`src/rtl/subwordreadspill_if.sv`:
```
// Load beat/result bundle between the cache read mux and the subword read extractor.
// The master side issues loads and supplies beats; the slave side returns results.
interface subwordreadspill_if #(
   parameter int LLEN = 64,
   parameter int OFFW = $clog2(LLEN / 8)
);
   logic              LoadReqM;
   logic [OFFW-1:0]   PAdrM;
   logic [2:0]        Funct3M;
   logic              FpLoadStoreM;
   logic              BigEndianM;
   logic              FlushM;
   logic              BeatValidM;
   logic [LLEN-1:0]   ReadDataWordM;
   logic              NextBeatReqM;
   logic              BusyM;
   logic              ReadDataValidM;
   logic [LLEN-1:0]   ReadDataM;

   modport master (
      output LoadReqM, PAdrM, Funct3M, FpLoadStoreM, BigEndianM, FlushM,
             BeatValidM, ReadDataWordM,
      input  NextBeatReqM, BusyM, ReadDataValidM, ReadDataM
   );

   modport slave (
      input  LoadReqM, PAdrM, Funct3M, FpLoadStoreM, BigEndianM, FlushM,
             BeatValidM, ReadDataWordM,
      output NextBeatReqM, BusyM, ReadDataValidM, ReadDataM
   );
endinterface

```
`src/rtl/subwordreadspill.sv`:
```
// Sequential subword load extractor. Captures one or two beats per load (two when the
// access crosses the beat boundary), then extracts, byte-swaps and extends/NaN-boxes
// the addressed field. The result is shown during DONE and held in readDataReg after.
module subwordreadspill #(
   parameter int LLEN = 64
) (
   input  logic clk,
   input  logic reset,
   subwordreadspill_if.slave lsu
);
   localparam int NB   = LLEN / 8;
   localparam int OFFW = $clog2(NB);
   localparam int WINW = $clog2(2 * LLEN);
   localparam int FLDW = $clog2(LLEN);

   typedef enum logic [1:0] {IDLE = 2'd0, BEAT1 = 2'd1, BEAT2 = 2'd2, DONE = 2'd3} stateT;

   stateT            stateReg, stateNext;
   logic [OFFW-1:0]  offReg;
   logic [2:0]       funct3Reg;
   logic             fpReg;
   logic             beReg;
   logic [LLEN-1:0]  loReg;
   logic [LLEN-1:0]  hiReg;
   logic [LLEN-1:0]  readDataReg;

   logic [4:0]       sizeLat;
   logic [5:0]       endByte;
   logic             spill;
   logic [2*LLEN-1:0] window;
   logic [LLEN-1:0]  fieldVal;
   logic [LLEN-1:0]  extracted;
   logic [FLDW-1:0]  topIdx;
   logic             topBit;
   logic             legal;
   logic             extBit;
   logic             acceptReq;
   logic             acceptLo;
   logic             acceptHi;
   logic             resultValid;

   // Access size in bytes from the latched controls; flq is the only 16-byte case.
   always_comb begin
      if (funct3Reg == 3'b100 && fpReg) sizeLat = 5'd16;
      else                              sizeLat = 5'd1 << funct3Reg[1:0];
   end

   assign endByte   = 6'(offReg) + 6'(sizeLat);
   assign spill     = endByte > 6'(NB);
   assign acceptReq = (stateReg == IDLE)  && lsu.LoadReqM   && !lsu.FlushM;
   assign acceptLo  = (stateReg == BEAT1) && lsu.BeatValidM && !lsu.FlushM;
   assign acceptHi  = (stateReg == BEAT2) && lsu.BeatValidM && !lsu.FlushM;

   // State register.
   always_ff @(posedge clk or negedge reset) begin
      if (!reset) stateReg <= IDLE;
      else        stateReg <= stateNext;
   end

   // Next-state logic; a flush anywhere past IDLE abandons the load.
   always_comb begin
      stateNext = stateReg;
      case (stateReg)
         IDLE:  if (acceptReq) stateNext = BEAT1;
         BEAT1: begin
            if (lsu.FlushM)          stateNext = IDLE;
            else if (lsu.BeatValidM) stateNext = spill ? BEAT2 : DONE;
         end
         BEAT2: begin
            if (lsu.FlushM)          stateNext = IDLE;
            else if (lsu.BeatValidM) stateNext = DONE;
         end
         DONE:  stateNext = IDLE;
         default: stateNext = IDLE;
      endcase
   end

   // Output decode; a flush during DONE suppresses the strobe in the same cycle.
   always_comb begin
      lsu.BusyM          = (stateReg != IDLE);
      lsu.NextBeatReqM   = acceptLo && spill;
      resultValid        = (stateReg == DONE) && !lsu.FlushM;
      lsu.ReadDataValidM = resultValid;
   end

   assign lsu.ReadDataM = resultValid ? extracted : readDataReg;

   // Latch the load controls when a request is accepted.
   always_ff @(posedge clk or negedge reset) begin
      if (!reset) begin
         offReg    <= '0;
         funct3Reg <= '0;
         fpReg     <= 1'b0;
         beReg     <= 1'b0;
      end else if (acceptReq) begin
         offReg    <= lsu.PAdrM;
         funct3Reg <= lsu.Funct3M;
         fpReg     <= lsu.FpLoadStoreM;
         beReg     <= lsu.BigEndianM;
      end
   end

   // Beat capture; Hi is cleared with the first beat so a non-spill load sees zeros.
   always_ff @(posedge clk or negedge reset) begin
      if (!reset) begin
         loReg <= '0;
         hiReg <= '0;
      end else if (acceptLo) begin
         loReg <= lsu.ReadDataWordM;
         hiReg <= '0;
      end else if (acceptHi) begin
         hiReg <= lsu.ReadDataWordM;
      end
   end

   // Hold the result once it has been strobed.
   always_ff @(posedge clk or negedge reset) begin
      if (!reset)           readDataReg <= '0;
      else if (resultValid) readDataReg <= extracted;
   end

   assign window = {hiReg, loReg} >> {offReg, 3'b000};

   // Field extraction, with optional byte reversal within the access size.
   always_comb begin
      logic [WINW-1:0] srcIdx;
      fieldVal = '0;
      srcIdx   = '0;
      for (int i = 0; i < NB; i++) begin
         if (i < int'(sizeLat)) begin
            if (beReg) srcIdx = WINW'(8 * ((int'(sizeLat) - 1 - i) & (2 * NB - 1)));
            else       srcIdx = WINW'(8 * i);
            fieldVal[8*i +: 8] = window[srcIdx +: 8];
         end
      end
   end

   assign topIdx = FLDW'(8 * int'(sizeLat) - 1);
   assign topBit = fieldVal[topIdx];

   // Sign/zero extension or NaN-boxing; unsupported encodings pass Lo through.
   always_comb begin
      legal  = (int'(sizeLat) <= NB);
      extBit = 1'b0;
      case (funct3Reg)
         3'b000:                 extBit = topBit;
         3'b001, 3'b010, 3'b011: extBit = topBit | fpReg;
         3'b111:                 legal  = 1'b0;
         default:                extBit = 1'b0;
      endcase
      extracted = loReg;
      if (legal) begin
         for (int i = 0; i < NB; i++) begin
            if (i < int'(sizeLat)) extracted[8*i +: 8] = fieldVal[8*i +: 8];
            else                   extracted[8*i +: 8] = {8{extBit}};
         end
      end
   end
endmodule
```
`src/flat_wrapper.sv`:
```
// flat-port wrapper written by rule: the top's interface ports become plain ports
module subwordreadspill_flat 
#(
   parameter int LLEN = 64
)
  (clk, reset, lsu_LoadReqM, lsu_PAdrM, lsu_Funct3M, lsu_FpLoadStoreM, lsu_BigEndianM, lsu_FlushM, lsu_BeatValidM, lsu_ReadDataWordM, lsu_NextBeatReqM, lsu_BusyM, lsu_ReadDataValidM, lsu_ReadDataM);
  subwordreadspill_if #(.LLEN(LLEN)) lsu_i ();
  input  logic clk;
  input  logic reset;
  input wire logic [$bits(lsu_i.LoadReqM)-1:0] lsu_LoadReqM;
  input wire logic [$bits(lsu_i.PAdrM)-1:0] lsu_PAdrM;
  input wire logic [$bits(lsu_i.Funct3M)-1:0] lsu_Funct3M;
  input wire logic [$bits(lsu_i.FpLoadStoreM)-1:0] lsu_FpLoadStoreM;
  input wire logic [$bits(lsu_i.BigEndianM)-1:0] lsu_BigEndianM;
  input wire logic [$bits(lsu_i.FlushM)-1:0] lsu_FlushM;
  input wire logic [$bits(lsu_i.BeatValidM)-1:0] lsu_BeatValidM;
  input wire logic [$bits(lsu_i.ReadDataWordM)-1:0] lsu_ReadDataWordM;
  output wire logic [$bits(lsu_i.NextBeatReqM)-1:0] lsu_NextBeatReqM;
  output wire logic [$bits(lsu_i.BusyM)-1:0] lsu_BusyM;
  output wire logic [$bits(lsu_i.ReadDataValidM)-1:0] lsu_ReadDataValidM;
  output wire logic [$bits(lsu_i.ReadDataM)-1:0] lsu_ReadDataM;
  assign lsu_i.LoadReqM = lsu_LoadReqM;
  assign lsu_i.PAdrM = lsu_PAdrM;
  assign lsu_i.Funct3M = lsu_Funct3M;
  assign lsu_i.FpLoadStoreM = lsu_FpLoadStoreM;
  assign lsu_i.BigEndianM = lsu_BigEndianM;
  assign lsu_i.FlushM = lsu_FlushM;
  assign lsu_i.BeatValidM = lsu_BeatValidM;
  assign lsu_i.ReadDataWordM = lsu_ReadDataWordM;
  assign lsu_NextBeatReqM = lsu_i.NextBeatReqM;
  assign lsu_BusyM = lsu_i.BusyM;
  assign lsu_ReadDataValidM = lsu_i.ReadDataValidM;
  assign lsu_ReadDataM = lsu_i.ReadDataM;
  subwordreadspill #(.LLEN(LLEN)) u_core (.clk(clk), .reset(reset), .lsu(lsu_i));
endmodule
```
`config.mk`:
```
export PLATFORM = sky130hd
export DESIGN_NAME = subwordreadspill_flat
export DESIGN_NICKNAME = d
export VERILOG_FILES = /design/src/rtl/subwordreadspill_if.sv /design/src/rtl/subwordreadspill.sv /design/src/flat_wrapper.sv
export SDC_FILE = /design/constraint.sdc
export NUM_CORES = 1
export LEC_CHECK = 0
export CAP_MARGIN = 5
export CORE_ASPECT_RATIO = 2
export CORE_UTILIZATION = 60
export DETAILED_ROUTE_END_ITERATION = 12
export GPL_ROUTABILITY_DRIVEN = 0
export HOLD_SLACK_MARGIN = 0.06
export PLACE_DENSITY = 0.82
export SYNTH_ARGS = -nofsm -noshare
export SYNTH_HDL_FRONTEND = slang
export SYNTH_SLANG_ARGS = --single-unit
export TNS_END_PERCENT = 30
```
`constraint.sdc`:
```
create_clock -name clk -period 13.7 [get_ports clk]
set_input_delay 1.37 -clock clk [delete_from_list [all_inputs] [get_ports clk]]
set_output_delay 1.37 -clock clk [all_outputs]
set_load 0.02 [all_outputs]
```
==> results by group, run 1 <==
Placement
  • I/O Buffers: 143
  • HPWL after DPL: 57,400 um
  • Worst slack at placement: 6.64 ns

Global route
  • Vias in the first global route: 19,889
  • Largest net degree at the start of global routing: 99
  • GRT Resource Usage Total: 57.7%
  • GR Overflow Total: 62
  • First-pass GRT wire length: 132,000 um

Status
  • Last stage: 5_1_grt
  • Status: aborted with a tool error
  • Log Error: [ERROR GRT-0116] Global routing finished with congestion. Check the congestion regions in the DRC Viewer.

Clocking
  • Hold_buf cts: 0
  • Worst-case clock buffer depth: 3
  • Cts bufs inserted: 20
  • Root buf cell: clkbuf_16
  • # Post-CTS Setup Buffers: 0
  • CTS resizes: 0
  • Sink Count: 202
  • H-tree depth: 1

Yosys
  • Largest family of logic cells by synthesized area: multiplexers
  • Post-synthesis mux area share: 27.9%
  • Mapped cell area: 18,100 sq um
  • Seq cells post-synth: 202
  • Post-synth cell types: 81
  • Net Count, Synth: 2,089
  • Asr flop ratio synth: 100%
  • Syn. warnings: 0
  • Cell taking the most area after synthesis: dfrtp_1
  • Register area share after synthesis: 27.9%
  • Number of flops mapped to enable cells by yosys: 0
  • Ranking of synthesized cells by area: dfrtp_1 28%, mux4_2 16%, mux2_2 9.2%
  • Synth Area in Adders: 0.869%
  • Synth Area in Compound Gates: 22.1%
  • Post-synth top area share: 27.9%
  • Synth Area per Inst: 9.07 sq um
  • Post-Synth XOR/XNOR Area: 0.386%
  • Main flop type after synthesis: dfrtp_1
  • Post-synthesis simple-gate area fraction: 15.5%
  • Post-Syn Instances: 2,000

Die
  • Rows: 89
  • Starting Density: 61.3%
  • Die height: 248 um
  • Chip width: 125 um
  • I/O Pins: 144
==> synthesized netlist by cell type, drive strengths merged, types with 8 or more instances <==
library cell,number
o21ai,66
o21bai,12
nor2b,8
o221ai,15
o22ai,57
dfrtp,202
nand3,105
mux2i,55
ha,11
a32oi,13
nor2,165
buf,87
a221oi,13
inv,20
o2bb2ai,8
nand4,25
or2,8
mux2,150
a221o,10
nor3,26
clkbuf,111
a2111oi,20
o31ai,11
a31oi,28
mux4,125
a21oi,162
nand2b,8
a211oi,21
o211ai,45
a21o,10
o21a,10
a22oi,25
nand2,270
==> cell families after synthesis <==
kind of cell / count (synthesis)
and+or+nand+nor: 646
AOI/OAI and AO/OA: 583
muxes: 330
buffers and inverters: 219
DFF: 202
adders and majority gates: 12
xor gates and xnor gates: 8
==> metrics by stage <==
stage,std cells,instance area (sq um)
floorplan,2000,18100
global placement,2345,19500
detailed placement,2345,19500
CTS,2381,20200
==> metal layers <==
layer | GRT overflow | track usage [%]
met3 | 0 | 31.8
met2 | 36 | 82.4
met1 | 0 | 58.8
met4 | 26 | 57.4
met5 | 0 | 0.636
==> run 2, diff against run 1 <==
--- a/config.mk
+++ b/config.mk
@@ -6,12 +6,10 @@
 export NUM_CORES = 1
 export LEC_CHECK = 0
 export CAP_MARGIN = 5
-export CORE_ASPECT_RATIO = 2
-export CORE_UTILIZATION = 60
+export CORE_UTILIZATION = 40
 export DETAILED_ROUTE_END_ITERATION = 12
 export GPL_ROUTABILITY_DRIVEN = 0
-export HOLD_SLACK_MARGIN = 0.06
-export PLACE_DENSITY = 0.82
+export PLACE_DENSITY_LB_ADDON = 0.15
 export SYNTH_ARGS = -nofsm -noshare
 export SYNTH_HDL_FRONTEND = slang
 export SYNTH_SLANG_ARGS = --single-unit
==> results by group, run 2 <==
Min path
  • Hold Path Depth: 2
  • Worst hold endpoint: u_core.hiReg[33]
  • HP Start: u_core.hiReg[33]
  • Hold WC Path Type: reg2reg

Yosys
  • Syn. warnings: 0 (unchanged)
  • Cell taking the most area after synthesis: dfrtp_1
  • Mapped cell area: 18,100 sq um (unchanged)
  • Asr flop ratio synth: 100% (unchanged)
  • Synth Area per Inst: 9.07 sq um (unchanged)
  • Seq cells post-synth: 202 (unchanged)
  • Number of flops mapped to enable cells by yosys: 0 (unchanged)
  • Post-Syn Instances: 2,000 (unchanged)
  • Post-synth cell types: 81 (unchanged)
  • Post-synth top area share: 27.9% (unchanged)
  • Net Count, Synth: 2,089 (unchanged)
  • Ranking of synthesized cells by area: dfrtp_1 28%, mux4_2 16%, mux2_2 9.2%
  • Top-count cell post-synth: nand2_1
  • Register area share after synthesis: 27.9% (unchanged)
  • Main flop type after synthesis: dfrtp_1
  • Commonest cells in the netlist: 270 x nand2_1, 202 x dfrtp_1, 164 x nor2_1

STA
  • Setup Viol. Count Final: 0
  • Fin Clk Skew: 0.0239 ns
  • Period utilization: 58.2%
  • Minimum clock period: 7.97 ns
  • Worst slew pin tran: 1.25 ns
  • Slew headroom: 15.7%
  • Final Hold Vio Count: 0
  • F_max: 125 MHz
  • RSZ-0062 raised after global routing: false
  • Total negative setup slack: 0 ns
  • Worst hold slack: 0.538 ns
  • Fin. max-slew vios: 0

Critical path
  • R2R Setup Slk: 8.20 ns
  • R2r endpoint: u_core.readDataReg[29]
  • Crit end category: output port
  • Worst r2r src: u_core.funct3Reg[0]
  • Worst reg2reg path depth: 15
  • Worst path required time: 12.33 ns
  • CP Class: reg2out
  • Startpoint Class: flip-flop
  • CP max FO: 98
  • Critical path arrival: 6.60 ns

Placement
  • I/O Buffers: 143 (unchanged)
  • Placed Instances: 2,573 (+9.7%)
  • HPWL after DPL: 56,600 um (-1.3%)

Clocking
  • Reg clk slew, reported paths: 0.07 ns
  • # Post-CTS Setup Buffers: 0 (unchanged)
  • Worst-case clock buffer depth: 3 (unchanged)
  • Cts bufs inserted: 24 (+20%)
  • Sink Count: 202 (unchanged)
  • Root buf cell: clkbuf_16
  • CTS tree: built
  • Clock Latency Late Sink: 0.56 ns
  • CTS resizes: 0 (unchanged)
  • H-tree depth: 1 (unchanged)
  • Hold_buf cts: 0 (unchanged)

Finish
  • Synthesis-to-finish area growth: 13.2%
  • NumNets Final: 2,096
  • Most frequent cells in the layout: 268 x nand2_1, 200 x dfrtp_1, 162 x a21oi_1
  • Post-route insts no fill: 2,614
  • Top flop regs: u_core.hiReg (64), u_core.loReg (64), u_core.readDataReg (64)
  • Share of cells above drive strength 1: 19.1%
  • Most common cell after layout, fill and taps aside: nand2_1

Die
  • Die height: 215 um (-13%)
  • Chip width: 215 um (+72%)
  • I/O Pins: 144 (unchanged)
  • Starting Density: 40.8% (-20 points)
  • Die area: 46,200 sq um
  • Rows: 77 (-13%)
  • Core Area: 44,500 sq um

Detailed routing
  • Initial DRC count: 2,486
  • Via count: 17,896
  • DRC: 0
  • DR WL/cell: 29.1 um
  • WL final: 76,100 um
  • TritonRoute pass-1 iters: 7
  • Post-route ant nets: 0
  • Vias per cell: 6.85

Power and ir drop
  • Power Density: 270 nW/um^2
  • Worst vdd rail ir drop: 119 uV
  • Leakage: 0.00787 uW

Global route
  • Largest net degree at the start of global routing: 99
  • GRT Resource Usage Total: 32.3%
  • First-pass GRT wire length: 112,000 um
  • Vias in the first global route: 16,292
  • GR Overflow Total: 0
  • Initial antenna violation count: 3

Job
  • Max cap viols: 0

Status
  • Status: finished, final reports clean
run 2: how the worst max path moves through the flow:
stage,from,to,slack [ns]
finish,u_core.funct3Reg[0],lsu_ReadDataM[29],5.73
global placement,u_core.funct3Reg[0],lsu_ReadDataM[29],6.73
CTS,u_core.funct3Reg[0],lsu_ReadDataM[23],5.95
detailed placement,u_core.funct3Reg[0],lsu_ReadDataM[23],6.50
floorplan,u_core.funct3Reg[0],lsu_ReadDataM[10],7.86
global route,u_core.funct3Reg[0],lsu_ReadDataM[12],5.49
run 2: critical path: stages (launching register included):
cell and delay (ns):
dfrtp_1 0.43, inv_1 0.12, ha_1 0.32, a21bo_2 0.23
buf_4 0.46, inv_1 0.38, buf_4 0.35, nor2_4 0.16
buf_4 0.83, a21oi_1 0.19, a311oi_1 0.64, a21oi_1 0.19
mux4_2 0.56, nand2_1 0.10, o221ai_1 0.11, a21oi_1 0.25
clkdlybuf4s50_1 0.65
run 2: area by class of cell:
cell class              count  area, sq um
well taps                 592          741
flip-flops and latches    202         5060
clock buffers              34          678
multi-input cells        1579        12200
diodes                      1         2.50
fillers                  4273        24000
inverters                  21         81.3
repair buffers            179         1710
clock inverters             6         93.8
run 2: cells by family (layout without fill, tap and decap cells):
kind of cell | Yosys count | in the layout | share of synthesized area (%)
and+or+nand+nor | 646 | 646 | 15.5
DFF | 202 | 202 | 27.9
buffers and inverters | 219 | 240 | 5.44
xor gates and xnor gates | 8 | 8 | 0.386
muxes | 330 | 330 | 27.9
other | 0 | 1 | 0
adders and majority gates | 12 | 12 | 0.869
AOI/OAI and AO/OA | 583 | 583 | 22.1
run 2: through the flow:
step	setup WS [ns]	power (uW)	area, sq um	util [%]
2_1_floorplan	7.86	3510	18100	-
3_3_place_gp	6.73	4680	19800	44.4
3_5_place_dp	6.50	4720	19800	44.4
4_1_cts	5.95	5390	20500	46.1
5_1_grt	5.49	5780	20500	46.1
6_report	5.73	5540	20500	46.1
run 2: metal layers:
metal | track usage (%) | vias to the layer above | wire length [um]
met4 | 12.6 | 2 | 3200
met3 | 7.88 | 155 | 9900
li1 | - | 7731 | -
met2 | 43.7 | 1189 | 30700
met1 | 48.8 | 8819 | 32300
met5 | 0 | - | 13
run 2: power by group:
part | internal [uW] | switching, uW | total [uW]
sequential | 843 | 486 | 1330
clock | 380 | 267 | 646
combinational | 1470 | 2100 | 3570
(Power assumes the default switching activity.)
==> run 3, diff against run 2 <==
==> constraint.sdc (replaced) <==
create_clock -name clk -period 7.91 [get_ports clk]
set_input_delay 0.791 -clock clk [delete_from_list [all_inputs] [get_ports clk]]
set_output_delay 0.791 -clock clk [all_outputs]
set_load 0.02 [all_outputs]
==> results by group, run 3 (same netlist as run 2, synthesis figures left out) <==
Status
  • Status: finished, final reports clean

Critical path
  • Worst r2r src: u_core.funct3Reg[0]
  • CP Launch Point: u_core.funct3Reg[0]
  • CP Capture Point: lsu_ReadDataM[3]
  • CP max stage delay: 0.61 ns (-0.22 ns)
  • Worst path bufs/invs: 4 (-2)
  • Worst reg2reg path depth: 13 (-2)
  • R2r endpoint: u_core.readDataReg[3]
  • Crit end category: output port
  • CP max stage cell: a21bo_2
  • CP Depth: 14 (-2)
  • CP Class: reg2out
  • Crit path cell chain: inv_1 > ha_1 > a21bo_2 > inv_1 > nor2_4 > buf_4 > o21ai_0 > o41ai_1 > a211oi_1 > o2111ai_1 > o2111ai_4 > o21ai_2 > a31oi_1 > clkdlybuf4s50_1
  • CP max FO: 47 (-52%)
  • R2R Setup Slk: 2.80 ns (-5.40 ns)
  • Critical path arrival: 6.09 ns (-0.51 ns)
  • Worst path required time: 7.12 ns (-5.21 ns)
  • Top Family by Delay on Critical Path: compound AO/OA/AOI/OAI gates
  • Most used cell, CP: inv_1
  • Startpoint Class: flip-flop

STA
  • RSZ-0062 raised after global routing: false
  • Fin. max-slew vios: 0 (unchanged)
  • Worst slew pin tran: 1.08 ns (-0.178 ns)
  • Total negative setup slack: 0 ns (unchanged)
  • F_max: 145 MHz
  • Final Hold Vio Count: 0 (unchanged)
  • Setup Viol. Count Final: 0 (unchanged)
  • Minimum clock period: 6.88 ns
  • Slew headroom: 27.7% (+12 points)
  • Period utilization: 87.0%
  • Fin Clk Skew: 0.0146 ns (-0.00922 ns)

Global route
  • GR Overflow Total: 0 (unchanged)
  • Vias in the first global route: 16,512 (+1.4%)
  • GR Layer Usage met3: 7.90% (+0.014 points)
  • Met2 Usage GRT: 43.9% (+0.23 points)
  • GRT Resource Usage Total: 32.2% (-0.16 points)
  • Largest net degree at the start of global routing: 95 (-4.0%)
  • Initial antenna violation count: 3 (unchanged)
  • Most Crowded Layer GR: met1
  • Met1 Use GR: 47.6% (-1.2 points)
  • First-pass GRT wire length: 112,000 um (-0.48%)

Die
  • I/O Pins: 144 (unchanged)
  • Rows: 77 (unchanged)
  • Chip width: 215 um (unchanged)
  • Core Area: 44,500 sq um (unchanged)
  • Starting Density: 40.8% (unchanged)
  • Die area: 46,200 sq um (unchanged)
  • Die height: 215 um (unchanged)

Detailed routing
  • Via count: 17,927 (+0.17%)
  • DR WL/cell: 28.8 um (-0.92%)
  • TritonRoute pass-1 iters: 6 (-1)
  • DRC: 0 (unchanged)
  • Vias per cell: 6.84 (-0.13%)
  • Post-route ant nets: 0 (unchanged)
  • Initial DRC count: 2,661 (+7.0%)
  • WL final: 75,600 um (-0.61%)

Finish
  • Fillers: 4,292 (+0.44%)
  • Reg area: 5060 sq um (unchanged)
  • Most common cell after layout, fill and taps aside: nand2_1
  • Post-route insts no fill: 2,622 (+0.31%)
  • Share of cells above drive strength 1: 19.5% (+0.38 points)
  • Top flop regs: u_core.hiReg (64), u_core.loReg (64), u_core.readDataReg (64)
  • Area occupied by multi-input gates: 12,200 sq um (unchanged)
  • Synthesis-to-finish area growth: 13.6%
  • NumNets Final: 2,099 (+0.14%)
  • Most frequent cells in the layout: 268 x nand2_1, 200 x dfrtp_1, 162 x a21oi_1

Clocking
  • Clock Latency Late Sink: 0.57 ns (about the same)
  • CTS resizes: 0 (unchanged)
  • CTS tree: built
  • Sink Count: 202 (unchanged)
  • Root buf cell: clkbuf_16
  • Hold_buf cts: 0 (unchanged)
  • Worst-case clock buffer depth: 3 (unchanged)
  • Cts bufs inserted: 24 (unchanged)
  • Reg clk slew, reported paths: 0.06 ns (about the same)
  • H-tree depth: 1 (unchanged)
  • # Post-CTS Setup Buffers: 0 (unchanged)

Power and ir drop
  • Leakage: 0.00793 uW (+0.69%)
  • Power, Total: 9610 uW (+73%)
  • Worst vdd rail ir drop: 245 uV (+110%)
  • Power Density: 466 nW/um^2 (+73%)

Placement
  • Placed Instances: 2,576 (+0.12%)
  • I/O Buffers: 143 (unchanged)
  • HPWL after DPL: 57,200 um (+1.1%)

Min path
  • Hold WC Path Type: in2async

Job
  • Max cap viols: 0 (unchanged)
==> run 3: report_power, final <==
| part | switching (uW) | internal (uW) | leakage (uW) |
|---|---|---|---|
| logic | 3580 | 2540 | 0.00510 |
| registers | 865 | 1460 | 0.00241 |
| clock network | 475 | 681 | 0.000413 |
| total | 4920 | 4680 | 0.00793 |
==> run 3: worst min-delay path by stage <==
stage	startpoint	to	cells past startpoint
floorplan	u_core.hiReg[36]	u_core.hiReg[36]	2
global placement	u_core.hiReg[24]	u_core.hiReg[24]	2
detailed placement	u_core.hiReg[10]	u_core.hiReg[10]	2
CTS	reset	u_core.readDataReg[31]	1
global route	reset	u_core.funct3Reg[2]	1
finish	reset	u_core.funct3Reg[2]	1
==> run 3: worst reg2reg max path, delay by kind of cell, from the launching register on <==
family          cells  cell delay (ns)
flops               1             0.42
buf+inv             3             1.14
compound gates      8             2.80
fa+ha+maj           1             0.32
simple gates        1             0.27
==> run 3: metal layers <==
| layer | vias to the layer above | wire [um] |
|---|---|---|
| met5 | - | 0 |
| met4 | 0 | 3680 |
| met3 | 155 | 9760 |
| met2 | 1201 | 30200 |
| met1 | 8840 | 31900 |
| li1 | 7731 | - |
==> run 3: area by class of cell <==
cell class	count	area share [%]
clock inverter	7	0.461
clock buffer	37	3.59
inverter	21	0.394
tap	592	3.59
antenna	2	0.0243
multi-input combinational	1579	59.0
timing repair buffer	182	8.38
sequential	202	24.5
==> run 3: through the flow <==
stage	hold slack (ns)	area (sq um)	util, %	setup WS, ns
floorplan	0.484	18100	-	2.65
CTS	0.325	20600	46.3	1.14
finish	0.282	20600	46.3	1.03
detailed placement	0.525	19800	44.4	1.76
global route	0.354	20600	46.3	0.783
global placement	0.518	19800	44.4	1.91
